[src/rtl/div_bus_master_if.sv]
// Peripheral bus between the divider bus master and the divider register block.
// Read data returns in the cycle after the read strobe.
interface div_bus_master_if;
  logic        bus_cs;
  logic        bus_rd;
  logic        bus_wr;
  logic [4:0]  bus_addr;
  logic [15:0] bus_wdata;
  logic [15:0] bus_rdata;

  modport master (
    output bus_cs, bus_rd, bus_wr, bus_addr, bus_wdata,
    input  bus_rdata
  );

  modport slave (
    input  bus_cs, bus_rd, bus_wr, bus_addr, bus_wdata,
    output bus_rdata
  );
endinterface

[src/rtl/div_bus_master.sv]
// Host-side sequencer for the divider peripheral: load operands, start, poll
// DONE, clear START, read the quotient. Every output is a flop.
//
//   state    | meaning
//   IDLE     | waiting for start
//   DIV0     | divisor was zero, report 0xFFFF with err_div0
//   WR_DV    | write dividend
//   WR_DR    | write divisor
//   WR_ST    | write START=1, restart poll count
//   RD_ST    | status read strobe
//   RD_ST_W  | status data returns, decide
//   WR_CLR   | write START=0
//   RD_RES   | result read strobe
//   RD_RES_W | result data returns
//   FIN      | done pulse
//   TOUT     | write START=0 and report timeout
module div_bus_master #(
  parameter logic [4:0] ADDR_DV    = 5'h04,
  parameter logic [4:0] ADDR_DR    = 5'h08,
  parameter logic [4:0] ADDR_START = 5'h0C,
  parameter logic [4:0] ADDR_RES   = 5'h10,
  parameter logic [4:0] ADDR_STAT  = 5'h14,
  parameter int         MAX_POLL   = 200
) (
  input  logic                     CLK,
  input  logic                     reset,
  input  logic                     start,
  input  logic [15:0]              dividend,
  input  logic [15:0]              divisor,
  output logic                     busy,
  output logic                     done,
  output logic [15:0]              quotient,
  output logic                     err_div0,
  output logic                     timeout,
  div_bus_master_if.master         bus
);

  localparam int PW = $clog2(MAX_POLL + 1);

  typedef enum logic [3:0] {
    IDLE, DIV0, WR_DV, WR_DR, WR_ST, RD_ST, RD_ST_W,
    WR_CLR, RD_RES, RD_RES_W, FIN, TOUT
  } state_e;

  state_e        state_q, state_d;
  logic [PW-1:0] poll_q, poll_d;
  logic [15:0]   dividend_q, dividend_d;
  logic [15:0]   divisor_q, divisor_d;
  logic          busy_q, busy_d;
  logic          done_q, done_d;
  logic [15:0]   quotient_q, quotient_d;
  logic          err_div0_q, err_div0_d;
  logic          timeout_q, timeout_d;
  logic          bus_cs_q, bus_cs_d;
  logic          bus_rd_q, bus_rd_d;
  logic          bus_wr_q, bus_wr_d;
  logic [4:0]    bus_addr_q, bus_addr_d;
  logic [15:0]   bus_wdata_q, bus_wdata_d;

  always_comb begin
    state_d    = state_q;
    poll_d     = poll_q;
    dividend_d = dividend_q;
    divisor_d  = divisor_q;
    quotient_d = quotient_q;
    err_div0_d = err_div0_q;
    timeout_d  = timeout_q;

    case (state_q)
      IDLE: begin
        if (start) begin
          dividend_d = dividend;
          divisor_d  = divisor;
          err_div0_d = 1'b0;
          timeout_d  = 1'b0;
          state_d    = (divisor == 16'd0) ? DIV0 : WR_DV;
        end
      end
      DIV0:    state_d = IDLE;
      WR_DV:   state_d = WR_DR;
      WR_DR:   state_d = WR_ST;
      WR_ST: begin
        poll_d  = '0;
        state_d = RD_ST;
      end
      RD_ST: begin
        poll_d  = poll_q + 1'b1;
        state_d = RD_ST_W;
      end
      RD_ST_W: begin
        if (bus.bus_rdata[0])              state_d = WR_CLR;
        else if (poll_q == PW'(MAX_POLL))  state_d = TOUT;
        else                               state_d = RD_ST;
      end
      WR_CLR:  state_d = RD_RES;
      RD_RES:  state_d = RD_RES_W;
      RD_RES_W: begin
        quotient_d = bus.bus_rdata;
        state_d    = FIN;
      end
      FIN:     state_d = IDLE;
      TOUT:    state_d = IDLE;
      default: state_d = IDLE;
    endcase

    // Outputs are decoded from the state being entered so they line up with it once registered.
    busy_d      = (state_d != IDLE);
    done_d      = (state_d == DIV0) || (state_d == FIN) || (state_d == TOUT);
    bus_cs_d    = 1'b0;
    bus_rd_d    = 1'b0;
    bus_wr_d    = 1'b0;
    bus_addr_d  = 5'h00;
    bus_wdata_d = 16'h0000;

    case (state_d)
      DIV0: begin
        quotient_d = 16'hFFFF;
        err_div0_d = 1'b1;
      end
      WR_DV: begin
        {bus_cs_d, bus_wr_d} = 2'b11;
        bus_addr_d  = ADDR_DV;
        bus_wdata_d = dividend_d;
      end
      WR_DR: begin
        {bus_cs_d, bus_wr_d} = 2'b11;
        bus_addr_d  = ADDR_DR;
        bus_wdata_d = divisor_d;
      end
      WR_ST: begin
        {bus_cs_d, bus_wr_d} = 2'b11;
        bus_addr_d  = ADDR_START;
        bus_wdata_d = 16'd1;
      end
      RD_ST: begin
        {bus_cs_d, bus_rd_d} = 2'b11;
        bus_addr_d = ADDR_STAT;
      end
      WR_CLR: begin
        {bus_cs_d, bus_wr_d} = 2'b11;
        bus_addr_d = ADDR_START;
      end
      RD_RES: begin
        {bus_cs_d, bus_rd_d} = 2'b11;
        bus_addr_d = ADDR_RES;
      end
      TOUT: begin
        {bus_cs_d, bus_wr_d} = 2'b11;
        bus_addr_d = ADDR_START;
        quotient_d = 16'h0000;
        timeout_d  = 1'b1;
      end
      default: ;
    endcase
  end

  always_ff @(posedge CLK) begin
    if (reset) begin
      state_q     <= IDLE;
      poll_q      <= '0;
      dividend_q  <= '0;
      divisor_q   <= '0;
      busy_q      <= 1'b0;
      done_q      <= 1'b0;
      quotient_q  <= '0;
      err_div0_q  <= 1'b0;
      timeout_q   <= 1'b0;
      bus_cs_q    <= 1'b0;
      bus_rd_q    <= 1'b0;
      bus_wr_q    <= 1'b0;
      bus_addr_q  <= '0;
      bus_wdata_q <= '0;
    end else begin
      state_q     <= state_d;
      poll_q      <= poll_d;
      dividend_q  <= dividend_d;
      divisor_q   <= divisor_d;
      busy_q      <= busy_d;
      done_q      <= done_d;
      quotient_q  <= quotient_d;
      err_div0_q  <= err_div0_d;
      timeout_q   <= timeout_d;
      bus_cs_q    <= bus_cs_d;
      bus_rd_q    <= bus_rd_d;
      bus_wr_q    <= bus_wr_d;
      bus_addr_q  <= bus_addr_d;
      bus_wdata_q <= bus_wdata_d;
    end
  end

  assign busy          = busy_q;
  assign done          = done_q;
  assign quotient      = quotient_q;
  assign err_div0      = err_div0_q;
  assign timeout       = timeout_q;
  assign bus.bus_cs    = bus_cs_q;
  assign bus.bus_rd    = bus_rd_q;
  assign bus.bus_wr    = bus_wr_q;
  assign bus.bus_addr  = bus_addr_q;
  assign bus.bus_wdata = bus_wdata_q;

endmodule

[src/flat_wrapper.sv]
// flat-port wrapper written by rule: the top's interface ports become plain ports
module div_bus_master_flat 
#(
  parameter logic [4:0] ADDR_DV    = 5'h04,
  parameter logic [4:0] ADDR_DR    = 5'h08,
  parameter logic [4:0] ADDR_START = 5'h0C,
  parameter logic [4:0] ADDR_RES   = 5'h10,
  parameter logic [4:0] ADDR_STAT  = 5'h14,
  parameter int         MAX_POLL   = 200
)
  (CLK, reset, start, dividend, divisor, busy, done, quotient, err_div0, timeout, bus_bus_cs, bus_bus_rd, bus_bus_wr, bus_bus_addr, bus_bus_wdata, bus_bus_rdata);
  div_bus_master_if bus_i ();
  input  logic CLK;
  input  logic reset;
  input  logic start;
  input  logic [15:0] dividend;
  input  logic [15:0] divisor;
  output logic busy;
  output logic done;
  output logic [15:0] quotient;
  output logic err_div0;
  output logic timeout;
  output wire logic [$bits(bus_i.bus_cs)-1:0] bus_bus_cs;
  output wire logic [$bits(bus_i.bus_rd)-1:0] bus_bus_rd;
  output wire logic [$bits(bus_i.bus_wr)-1:0] bus_bus_wr;
  output wire logic [$bits(bus_i.bus_addr)-1:0] bus_bus_addr;
  output wire logic [$bits(bus_i.bus_wdata)-1:0] bus_bus_wdata;
  input wire logic [$bits(bus_i.bus_rdata)-1:0] bus_bus_rdata;
  assign bus_bus_cs = bus_i.bus_cs;
  assign bus_bus_rd = bus_i.bus_rd;
  assign bus_bus_wr = bus_i.bus_wr;
  assign bus_bus_addr = bus_i.bus_addr;
  assign bus_bus_wdata = bus_i.bus_wdata;
  assign bus_i.bus_rdata = bus_bus_rdata;
  div_bus_master #(.ADDR_DV(ADDR_DV), .ADDR_DR(ADDR_DR), .ADDR_START(ADDR_START), .ADDR_RES(ADDR_RES), .ADDR_STAT(ADDR_STAT), .MAX_POLL(MAX_POLL)) u_core (.CLK(CLK), .reset(reset), .start(start), .dividend(dividend), .divisor(divisor), .busy(busy), .done(done), .quotient(quotient), .err_div0(err_div0), .timeout(timeout), .bus(bus_i));
endmodule
[config.mk]
export PLATFORM = sky130hd
export DESIGN_NAME = div_bus_master_flat
export DESIGN_NICKNAME = d
export VERILOG_FILES = /design/src/rtl/div_bus_master_if.sv /design/src/rtl/div_bus_master.sv /design/src/flat_wrapper.sv
export SDC_FILE = /design/constraint.sdc
export NUM_CORES = 1
export LEC_CHECK = 0
export ABC_CLOCK_PERIOD_IN_PS = 2750
export BUFFER_PORTS_ARGS = -buffer_cell sky130_fd_sc_hd__buf_4
export CORE_UTILIZATION = 50
export CTS_CLUSTER_DIAMETER = 40
export DETAILED_ROUTE_END_ITERATION = 10
export PLACE_DENSITY = 0.79
export SLEW_MARGIN = 15
export SYNTH_ARGS = -nofsm -noshare
export SYNTH_HDL_FRONTEND = slang
export SYNTH_SLANG_ARGS = --single-unit
[constraint.sdc]
create_clock -name CLK -period 2.75 [get_ports CLK]
set_clock_uncertainty 0.15 [all_clocks]
set_input_delay 0.4125 -clock CLK [delete_from_list [all_inputs] [get_ports CLK]]
set_output_delay 0.4125 -clock CLK [all_outputs]
set_load 0.005 [all_outputs]
# Word-level counts from Yosys, hierarchy flattened
# Cells that the tools add are included.
# word_totals
register_bits	88
input_bits	51
output_inout_bits	44
word_cells	71
# op_classes
add_sub_neg	1
n_eq_ne	18
n_mux	21
n_reduce_logical	17
# ops
operator	count
16-bit two-way mux	5
16-bit one-hot mux with 3 select lines	1
4-bit one-hot mux with 9 select lines	1
16-bit one-hot mux with 2 select lines	1
4-bit by 3-bit equality test with 1-bit output (second input constant)	7
5-bit one-hot mux with 5 select lines	1
4-bit equality test (second input constant)	5
4-bit by 2-bit equality test with 1-bit output (second input constant)	4
16-bit zero test	1
8-bit one-hot mux with 2 select lines	1
4-bit two-way mux	3
2-bit nonzero test	5
8-bit by 1-bit adder with 8-bit output (second input constant)	1
8-bit equality test (second input constant)	1
1-bit two-way mux	7
7-bit OR reduction	1
5-bit OR reduction	1
4-bit by 1-bit equality test with 1-bit output (second input constant)	1
4-bit zero test	1
2-bit AND reduction	2
4-bit nonzero test	1
3-bit nonzero test	1
3-bit OR reduction	1
1-bit logical OR	2
2 further kinds	2

# Depth between registers and ports, before layout
# Gate-level depths: netlist of the first run.
# depth
ltp_word	7
ltp_mapped	8
ltp_nobuf	7

# Least setup slack after synthesis of the first run
# No wires, ideal clock.
# synth_path
kind	in2reg
from	input divisor[13]
to	register u_core.quotient_q[0], in the netlist u_core.quotient[0]
setup_time_ps	88
arrival_ps	1926
t_required_ps	2512
setup_slack_ps	585
cell_stages	5
path_buffers	1
path_cell_list	or3_4 > o31a_4 > or3_4 > buf_6 > a311oi_2
# synth_between
elab_chain_cells	6
elab_cells_between_ends	8
cone_classes	eq/ne: 2; mux: 4; reduce/logical: 2
# synth_lines
item	line_no	text
from (decl)	flat_wrapper.sv:17	input logic [15:0] divisor;
16-bit zero test (*)	div_bus_master.sv:76	state_d = (divisor == 16'd0) ? DIV0 : WR_DV;
2-bit two-way mux (*)	div_bus_master.sv:76	
4-bit two-way mux (*)	div_bus_master.sv:71	if (start) begin
4-bit one-hot mux with 9 select lines (*)	div_bus_master.sv:69	case (state_q)
4-bit equality test or 4-bit by 1-bit equality test with 1-bit output (tied branches)	div_bus_master.sv:115	case (state_d)
16-bit one-hot mux with 2 select lines or 3-bit nonzero test (tied branches)	n/a	
to (signal assigned)	div_bus_master.sv:180	quotient_q <= quotient_d;
to (decl)	div_bus_master.sv:51	logic [15:0] quotient_q, quotient_d;
# Every way passes the cells marked *; elsewhere a longest branch is shown, timed or not.
# A chain may end at the register's enable or synchronous reset.

# Final worst setup path of the first run
# layout_path
from	register u_core.state_q[2]
to	register u_core.quotient_q[5], in the netlist u_core.quotient[5]
# layout_between
elab_chain_cells	4
elab_cells_between_ends	15
cone_classes	eq/ne: 10; mux: 3; reduce/logical: 2
# layout_lines
item	line_no	text
from (decl)	div_bus_master.sv:45	state_e state_q, state_d;
from (signal assigned)	div_bus_master.sv:174	state_q <= state_d;
4-bit equality test, or another cell as far along	div_bus_master.sv:69	
4-bit one-hot mux with 9 select lines	div_bus_master.sv:69	
4-bit equality test or 4-bit by 1-bit equality test with 1-bit output (tied branches)	div_bus_master.sv:115	
16-bit one-hot mux with 2 select lines or 3-bit nonzero test (tied branches)	n/a	
# Parallel ways exist; a longest one is shown, timed or not.

==> impl_metrics.json, run 1 <==
{
  "outcome": "complete, no violations",
  "r2r_cells": 5,
  "dp.cells": 517,
  "power.density_mw_per_mm2": 689,
  "die_w_um": 80.7,
  "period_minus_slack_ns": 2.50,
  "cts_tree": "done",
  "clock_latency_ns": 0.34,
  "dieArea_mm2": 0.00651,
  "drt_iter0_drc": 244,
  "swShare": 0.310,
  "synth_cell_types": 46,
  "yosys.area.top_type_share": 0.453,
  "grtUsageMet2": 0.416,
  "ys_seq_elements": 70,
  "hold_path_class": "input port to flop",
  "numCtsBuffers": 9,
  "fp.dieH_um": 80.7,
  "drv_slew": 0,
  "fin_ws_ns": 0.249,
  "avgSynthCellArea_um2": 8.37,
  "grt_pass1_wl_um": 12300,
  "wl_um": 7590,
  "synth-edff-count": 0,
  "clkPwrFrac": 0.290,
  "critPathKind": "flop to flop",
  "crit_path_max_fanout": 14,
  "drive_gt1_frac": 0.298,
  "seq_area_frac_synth": 0.453,
  "synthesis.area_mm2": 0.00310,
  "nFillCells": 519,
  "yosys_warnings": 0,
  "clockRootBuffer": "clkbuf_8",
  "start_kind": "flop",
  "syn2layout_area_growth_pct": 29.7,
  "tightest_slew_ns": 0.726,
  "async_flop_share": 0,
  "final_hold_viol_count": 0,
  "top_usage_layer": "met2",
  "diodes": 0,
  "synth_top_area_cell": "dfxtp_1",
  "postRouteAntennaNets": 0,
  "worst_slew_margin_rel": 0.516,
  "start_util": 0.520,
  "rsz0062_at_grt": "false",
  "p_total_uw": 2770,
  "r2r_slack_ns": 0.25,
  "syn-instance-count": 370,
  "crit_required_ns": 2.79,
  "p_int_uw": 1910,
  "peakVddDrop_mv": 0.411,
  "synth_area_leaders": "dfxtp_1 (45%), a21oi_1 (7.9%), nand2_1 (7.8%)",
  "fin_setup_tns_ns": 0,
  "io_pins": 95,
  "dr.pass1.iters": 4,
  "pre_cts_slack_ns": 0.367,
  "fin_area_mm2": 0.00402,
  "core_mm2": 0.00596,
  "pwr-share-seq": 0.436,
  "htree_levels": 3,
  "final_nets": 506,
  "use_met3": 0.0898,
  "setup_viol": 0,
  "cts.sinks": 70,
  "row_count": 28,
  "via_per_inst": 5.50,
  "hold_depth": 3,
  "hold_buffers": 0,
  "clockBufferDepth": 2,
  "post-cts-setup-buffer-count": 0,
  "grt_antenna_before_repair": 0,
  "grt_pass1_vias": 2675,
  "final_common_cell": "buf_4",
  "cts_resized": 0,
  "gp_congestion": 0.796,
  "fin_cells": 531,
  "grt_max_degree": 65,
  "combPwrFrac": 0.275,
  "avgRoutedWirePerCell_um": 14.3,
  "cts.clk_slew.worst_paths_ns": 0.07,
  "end_kind": "flop",
  "period_share": 0.910,
  "grt_usage": 0.247,
  "max_freq_mhz": 400,
  "overflow": 0,
  "via_count": 2923,
  "dpl.hpwl_um": 5280,
  "cap_violations": 0,
  "switchingPower_uw": 859,
  "synth_ff_type": "dfxtp_1",
  "leakage_uw": 0.00160,
  "use_met1": 0.298,
  "arrival_ns": 2.54,
  "dpl-instance-area_mm2": 0.00382,
  "mostFrequentLayoutCells": "buf_4 (102), dfxtp_1 (70), nand2_1 (64)",
  "placement.io_buffers": 92,
  "post-route-drc-count": 0
}
## through the flow
step / hold slack (ns) / utilization
finish: 0.176 / 0.674
global route: 0.165 / 0.674
CTS: 0.165 / 0.674
detailed placement: 0.298 / 0.642
global placement: 0.292 / 0.642
floorplan: 0.286 / -
## per-layer routing
metal / part of all wire / wire length [um] / vias to the layer above
met5: 0 / 0 / -
met4: 0.0078 / 59 / 0
met3: 0.070 / 535 / 7
met2: 0.50 / 3780 / 96
met1: 0.42 / 3220 / 1374
li1: - / - / 1446
## power by group through the flow
| stage | combinational [uW] | clock (uW) | sequential [uW] |
|---|---|---|---|
| 2_1_floorplan | 520 | 0 | 1200 |
| 3_3_place_gp | 742 | 0 | 1220 |
| 3_5_place_dp | 757 | 0 | 1230 |
| 4_1_cts | 761 | 814 | 1200 |
| 5_1_grt | 847 | 852 | 1220 |
| 6_report | 760 | 802 | 1210 |
## logic make-up (layout without fill, tap and decap cells)
kind of cell,after synthesis,in the layout,share of synthesized area
compound gates,88,88,0.190
flops,70,70,0.453
fa+ha+maj,2,2,0.00808
other cells,1,2,0.00121
simple gates,164,164,0.288
buf+inv,45,130,0.0606
## state kept, by name, indices dropped and copies added (netlist names)
register / count
u_core.busy: 1
u_core.quotient: 16
u_core.bus.bus_wr: 1
u_core.timeout: 1
u_core.bus.bus_rd: 1
u_core.bus.bus_wdata: 16
u_core.divisor_q: 16
u_core.poll_q: 8
u_core.state_q: 4
u_core.done: 1
u_core.err_div0: 1
u_core.bus.bus_cs: 1
u_core.bus.bus_addr: 3
## critical path, stage by stage (launching register included)
cell	delay (ns)
dfxtp_1	0.63
nor3b_2	0.53
nand2_1	0.31
o21ai_0	0.28
or3_4	0.32
a311oi_2	0.12
## worst paths after layout
check                       from                       to
max            u_core.state_q[2]       u_core.quotient[5]
min                  dividend[6]  u_core.bus.bus_wdata[6]
max reg2reg    u_core.state_q[2]       u_core.quotient[5]
min reg2reg  u_core.quotient[11]      u_core.quotient[11]
## synth_stat cells, types with 3 or more instances
cell type,count
nor2b_1,6
a311oi_2,9
and2_1,10
nand3_1,4
nand4_1,6
o21ai_0,11
dfxtp_1,70
a31oi_1,8
inv_1,12
nand2_1,64
nand4b_1,11
buf_2,3
nor3_1,17
nand3b_1,3
clkbuf_1,24
nor2_1,24
a21oi_1,49
## final cells by class
cell class	count	area [um^2]	area share
flip-flops and latches	70	1400	0.349
clock inverters	1	30.0	0.00748
well taps	75	93.8	0.0234
clock buffers	13	159	0.0396
multi-input cells	256	1510	0.377
inverters	14	52.6	0.0131
repair buffers	102	766	0.191
(Power assumes the default switching activity.)
==> run 2, diff against run 1 <==
- PLACE_DENSITY: 0.79 -> 0.81
==> run 2 against run 1 <==
- core utilization increased by 0.74 points
- combinational power up 1%
- first-iteration DRC count is 23% lower
- global-route usage increased by 0.19 points
- register-to-register slack improved by 0.19 ns
- worst hold slack lost 0.011 ns
- wire length rose by 2.8%
- via count increased by 1.3%
==> impl_metrics.json, run 2 (same netlist as run 1, synthesis figures left out) <==
{
  "hold_buffers": 0,
  "die_w_um": 80.7,
  "clockBufferDepth": 2,
  "grt_pass1_vias": 2696,
  "wl_um": 7810,
  "mostFrequentLayoutCells": "buf_4 (102), dfxtp_1 (70), nand2_1 (64)",
  "postRouteAntennaNets": 0,
  "placement.io_buffers": 92,
  "dpl.hpwl_um": 5330,
  "io_pins": 95,
  "cts_tree": "done",
  "fin_cells": 533,
  "p_int_uw": 2010,
  "hold_path_class": "input port to flop",
  "dieArea_mm2": 0.00651,
  "htree_levels": 3,
  "syn2layout_area_growth_pct": 31.1,
  "r2r_cells": 5,
  "start_util": 0.520,
  "worst_slew_margin_rel": 0.503,
  "combPwrFrac": 0.264,
  "power.density_mw_per_mm2": 717,
  "via_count": 2962,
  "grt_antenna_before_repair": 0,
  "peakVddDrop_mv": 0.398,
  "final_hold_viol_count": 0,
  "crit_path_max_fanout": 17,
  "r2r_slack_ns": 0.43,
  "outcome": "complete, no violations",
  "post-cts-setup-buffer-count": 0,
  "clockRootBuffer": "clkbuf_8",
  "max_stage_delay_ns": 0.70,
  "core_mm2": 0.00596,
  "pre_cts_slack_ns": 0.212,
  "grt_max_degree": 65,
  "start_kind": "flop",
  "rsz0062_at_grt": "false",
  "cts.sinks": 70,
  "min_from": "dividend[7]",
  "cts_resized": 0,
  "clkPwrFrac": 0.324,
  "drive_gt1_frac": 0.306,
  "cts.clk_slew.worst_paths_ns": 0.08,
  "dr.pass1.iters": 4,
  "fp.dieH_um": 80.7,
  "via_per_inst": 5.56,
  "final_common_cell": "buf_4",
  "r2r-end": "u_core.bus.bus_rd",
  "post-route-drc-count": 0,
  "drt_iter0_drc": 187,
  "grt_pass1_wl_um": 12400,
  "avgRoutedWirePerCell_um": 14.6,
  "row_count": 28,
  "crit_required_ns": 2.83,
  "cap_violations": 0,
  "end_kind": "flop",
  "grt_usage": 0.249,
  "pwr-share-seq": 0.412,
  "drv_slew": 0,
  "hold_depth": 3,
  "period_minus_slack_ns": 2.32,
  "critPathKind": "flop to flop",
  "leakage_uw": 0.00162,
  "clock_latency_ns": 0.34,
  "dp.cells": 517,
  "numCtsBuffers": 9,
  "final_nets": 506,
  "tightest_slew_ns": 0.745,
  "fin_ws_ns": 0.435,
  "max_freq_mhz": 432,
  "nFillCells": 490,
  "worstHoldEndpoint": "u_core.bus.bus_wdata[7]",
  "fin_setup_tns_ns": 0,
  "swShare": 0.311,
  "worstPathCellList": "nor4_4, and2_1, o31a_4, or3_4, o32ai_1",
  "switchingPower_uw": 904,
  "diodes": 0,
  "timing.rr.start": "u_core.state_q[0]",
  "period_share": 0.842,
  "cpMaxStageDelayCell": "dfxtp_1",
  "gp_congestion": 0.814,
  "overflow": 0,
  "arrival_ns": 2.40,
  "setup_viol": 0
}
run 2: area by class of cell:
cell class,instances,area [um^2],share of cell area
multi-input combinational,256,1510,0.373
sequential,70,1400,0.345
timing repair buffer,102,766,0.189
clock buffer,11,151,0.0373
tap,75,93.8,0.0231
clock inverter,5,81.3,0.0200
inverter,14,52.6,0.0129
run 2: metrics by stage:
step / hold slack (ns) / cell area, um^2 / power (uW) / util
floorplan: 0.286 / 3100 / 1720 / -
global placement: 0.293 / 3820 / 1960 / 0.642
detailed placement: 0.296 / 3820 / 1980 / 0.642
CTS: 0.157 / 4060 / 2920 / 0.681
global route: 0.153 / 4060 / 3060 / 0.682
finish: 0.165 / 4060 / 2910 / 0.682
run 2: power by group through the flow:
stage	clock network [uW]	logic (uW)	registers (uW)
after floorplan	0	520	1200
after global placement	0	740	1220
after detailed placement	0	758	1220
after CTS	953	765	1200
after global routing	1000	844	1210
final	944	768	1200
run 2: worst max path at each step:
stage / endpoint / cells after the start / slack, ns / from
after floorplan: u_core.quotient[0] / 5 / 0.59 / divisor[13]
after global placement: u_core.bus.bus_addr[4] / 6 / 0.27 / divisor[6]
after detailed placement: u_core.bus.bus_addr[4] / 6 / 0.21 / divisor[6]
after CTS: u_core.bus.bus_rd / 5 / 0.46 / u_core.state_q[0]
after global routing: u_core.bus.bus_rd / 6 / 0.28 / u_core.state_q[1]
final: u_core.bus.bus_rd / 5 / 0.43 / u_core.state_q[0]
run 2: critical path, delay by kind of cell, from the launching register on:
family | cells | cell delay, ns
simple gates | 3 | 0.82
flops | 1 | 0.70
compound gates | 2 | 0.52
run 2: per-layer routing:
layer  wire length [um]  vias to the layer above  part of all wire  track usage
met1               3390                     1388              0.43        0.321
met2               3850                      101              0.49        0.405
met3                455                       13             0.058       0.0545
li1                   -                     1460                 -            -
met4                109                        0             0.014       0.0964
met5                  0                        -                 0            0
==> run 3, diff against run 2 <==
- ABC_AREA: unset -> 1
- ABC_CLOCK_PERIOD_IN_PS: 2750 -> 2000
- CORE_UTILIZATION: 50 -> 47
- PLACE_DENSITY: 0.81 -> 0.78
- clock period: 2.75 -> 2 ns (I/O delays scaled with it)
==> run 3 against run 2 <==
- core utilization decreased by 4.9 points
- wire length increased by 16%
- sequential cell count increased by 16
- area after synthesis increased by 19%
- via count increased by 16%
- synthesized cell count increased by 33%
- total power increased by 45%
- non-clock buffer count increased by 1
- die area increased by 26%
- worst hold slack got worse by 0.13 ns
- cell count increased by 28%
- largest cell class is now sequential cells
- largest power group unchanged
==> impl_metrics.json, run 3 <==
{
  "cap_violations": 0,
  "start_util": 0.498,
  "start_kind": "flop",
  "combPwrFrac": 0.202,
  "final_common_cell": "nand2_1",
  "syn-instance-count": 491,
  "p_int_uw": 3070,
  "cpLargestDelayFamily": "simple AND/OR/NAND/NOR gates",
  "die_w_um": 90.6,
  "mostFrequentLayoutCells": "nand2_1 (124), buf_4 (101), dfxtp_1 (86)",
  "htree_levels": 3,
  "seq_area_frac_synth": 0.467,
  "grt_antenna_before_repair": 0,
  "drive_gt1_frac": 0.250,
  "postRouteAntennaNets": 0,
  "hold_buffers": 0,
  "p_total_uw": 4210,
  "diodes": 0,
  "dr.pass1.iters": 4,
  "gp_congestion": 0.837,
  "crit_required_ns": 2.13,
  "clockRootBuffer": "clkbuf_8",
  "max_freq_mhz": 545,
  "rsz0062_at_grt": "false",
  "fp.dieH_um": 90.6,
  "clkPwrFrac": 0.338,
  "post-cts-setup-buffer-count": 0,
  "fin_ws_ns": 0.167,
  "outcome": "complete, no violations",
  "placement.io_buffers": 92,
  "overflow": 0,
  "clockBufferDepth": 2,
  "max_stage_delay_ns": 0.40,
  "final_hold_viol_count": 0,
  "swShare": 0.272,
  "yosys_warnings": 0,
  "synthesis.area_mm2": 0.00369,
  "numCtsBuffers": 9,
  "via_per_inst": 5.02,
  "crit_path_max_fanout": 31,
  "dieArea_mm2": 0.00820,
  "cpMaxStageDelayCell": "dfxtp_1",
  "post-route-util": 0.633,
  "yosys.area.top_type_share": 0.467,
  "leakage_uw": 0.00218,
  "fin_setup_tns_ns": 0,
  "synth_ff_type": "dfxtp_1",
  "avgRoutedWirePerCell_um": 13.2,
  "hold_path_class": "input port to flop",
  "clock_latency_ns": 0.35,
  "yosys.cell_count.top_type": "nand2_1",
  "setup_viol": 0,
  "cp.buffers_inverters": 2,
  "synth_common_cells": "nand2_1 (124), dfxtp_1 (86), a21oi_1 (54), nor2_1 (37), inv_1 (36)",
  "synth_area_leaders": "dfxtp_1 (47%), nand2_1 (13%), a21oi_1 (7.3%)",
  "arrival_ns": 1.97,
  "async_flop_share": 0,
  "via_count": 3435,
  "period_minus_slack_ns": 1.83,
  "drt_iter0_drc": 312,
  "dpl.hpwl_um": 6420,
  "drv_slew": 0,
  "synth_top_area_cell": "dfxtp_1",
  "switchingPower_uw": 1150,
  "core_mm2": 0.00741,
  "cts.sinks": 86,
  "cts.clk_slew.worst_paths_ns": 0.09,
  "cts_resized": 0,
  "worstPathCellList": "nor2_4, nand2_4, nor2_8, inv_4, buf_12, o21ai_0, nand2_1, a21oi_1",
  "period_share": 0.917,
  "grt_max_degree": 40,
  "cts_tree": "done",
  "end_kind": "flop",
  "peakVddDrop_mv": 0.402,
  "power.density_mw_per_mm2": 899,
  "grt_usage": 0.230,
  "io_pins": 95,
  "wl_um": 9040,
  "pwr-share-seq": 0.460,
  "ys_seq_elements": 86,
  "critPathKind": "flop to flop",
  "syn2layout_area_growth_pct": 27.2,
  "pre_cts_slack_ns": 0.207,
  "final_nets": 633,
  "synth_cell_types": 36,
  "avgSynthCellArea_um2": 7.51,
  "synth-edff-count": 0,
  "nFillCells": 646,
  "post-route-drc-count": 0,
  "grt_pass1_wl_um": 15300,
  "grt_pass1_vias": 3260,
  "row_count": 31
}
==> run 3: cell count changes after synthesis, sizes merged, moves of 12 or more <==
| cell | change |
|---|---|
| dfxtp | +16 |
| nor2 | +18 |
| o21ai | +22 |
| clkbuf | -12 |
| nand2 | +66 |
| nand3 | +22 |
| or2 | +21 |
| inv | +29 |
==> run 3: cell families (layout without fill, tap and decap cells) <==
family | after synthesis | in the layout | synth area share
and+or+nand+nor | 229 | 229 | 0.279
adders and majority gates | 2 | 2 | 0.00679
DFF | 86 | 86 | 0.467
other | 1 | 2 | 0.00102
AOI/OAI and AO/OA | 105 | 105 | 0.158
buffers and inverters | 68 | 161 | 0.0883
==> run 3: through the flow <==
step,std cells,hold WS (ns),cell area (um^2)
finish,684,0.0369,4690
CTS,684,0.0293,4690
detailed placement,668,0.308,4450
global route,684,0.0246,4690
global placement,668,0.302,4450
floorplan,492,0.294,3690
==> run 3: worst reg2reg max path: cells and delay by family (launching register included) <==
| kind | cells | cell delay, ns |
|---|---|---|
| buffers and inverters | 2 | 0.28 |
| flip-flops | 1 | 0.40 |
| AND/OR/NAND/NOR | 4 | 0.53 |
| AO/OA/AOI/OAI | 2 | 0.41 |
==> run 3: power groups by stage <==
stage / clock network (uW) / logic [uW] / registers [uW]
final: 1430 / 851 / 1940
after global routing: 1530 / 951 / 1950
after CTS: 1430 / 852 / 1940
after detailed placement: 0 / 845 / 1980
after global placement: 0 / 828 / 1970
after floorplan: 0 / 542 / 1970
==> run 3: final timing paths <==
| check | start | endpoint | slack (ns) | depth (start not counted) |
|---|---|---|---|---|
| setup reg to reg | u_core.state_q[1] | u_core.bus.bus_wdata[15] | 0.17 | 8 |
| hold / removal | reset | u_core.poll_q[6] | 0.04 | 2 |
| hold reg to reg | u_core.err_div0 | u_core.err_div0 | 0.32 | 2 |
| setup / recovery | u_core.state_q[1] | u_core.bus.bus_wdata[15] | 0.17 | 8 |
==> run 3: final cells by class <==
class	instances	area (um^2)	area share
timing repair buffer	103	798	0.170
clock inverter	4	77.6	0.0165
multi-input combinational	338	1640	0.350
clock buffer	12	165	0.0352
sequential	86	1720	0.367
inverter	42	160	0.0342
tap	99	124	0.0264
==> run 3: routing by layer <==
layer | part of all wire | vias up | GRT usage
met4 | 0.013 | 0 | 0.0712
met2 | 0.50 | 103 | 0.387
li1 | - | 1741 | -
met5 | 0 | - | 0
met1 | 0.43 | 1582 | 0.290
met3 | 0.056 | 9 | 0.0556
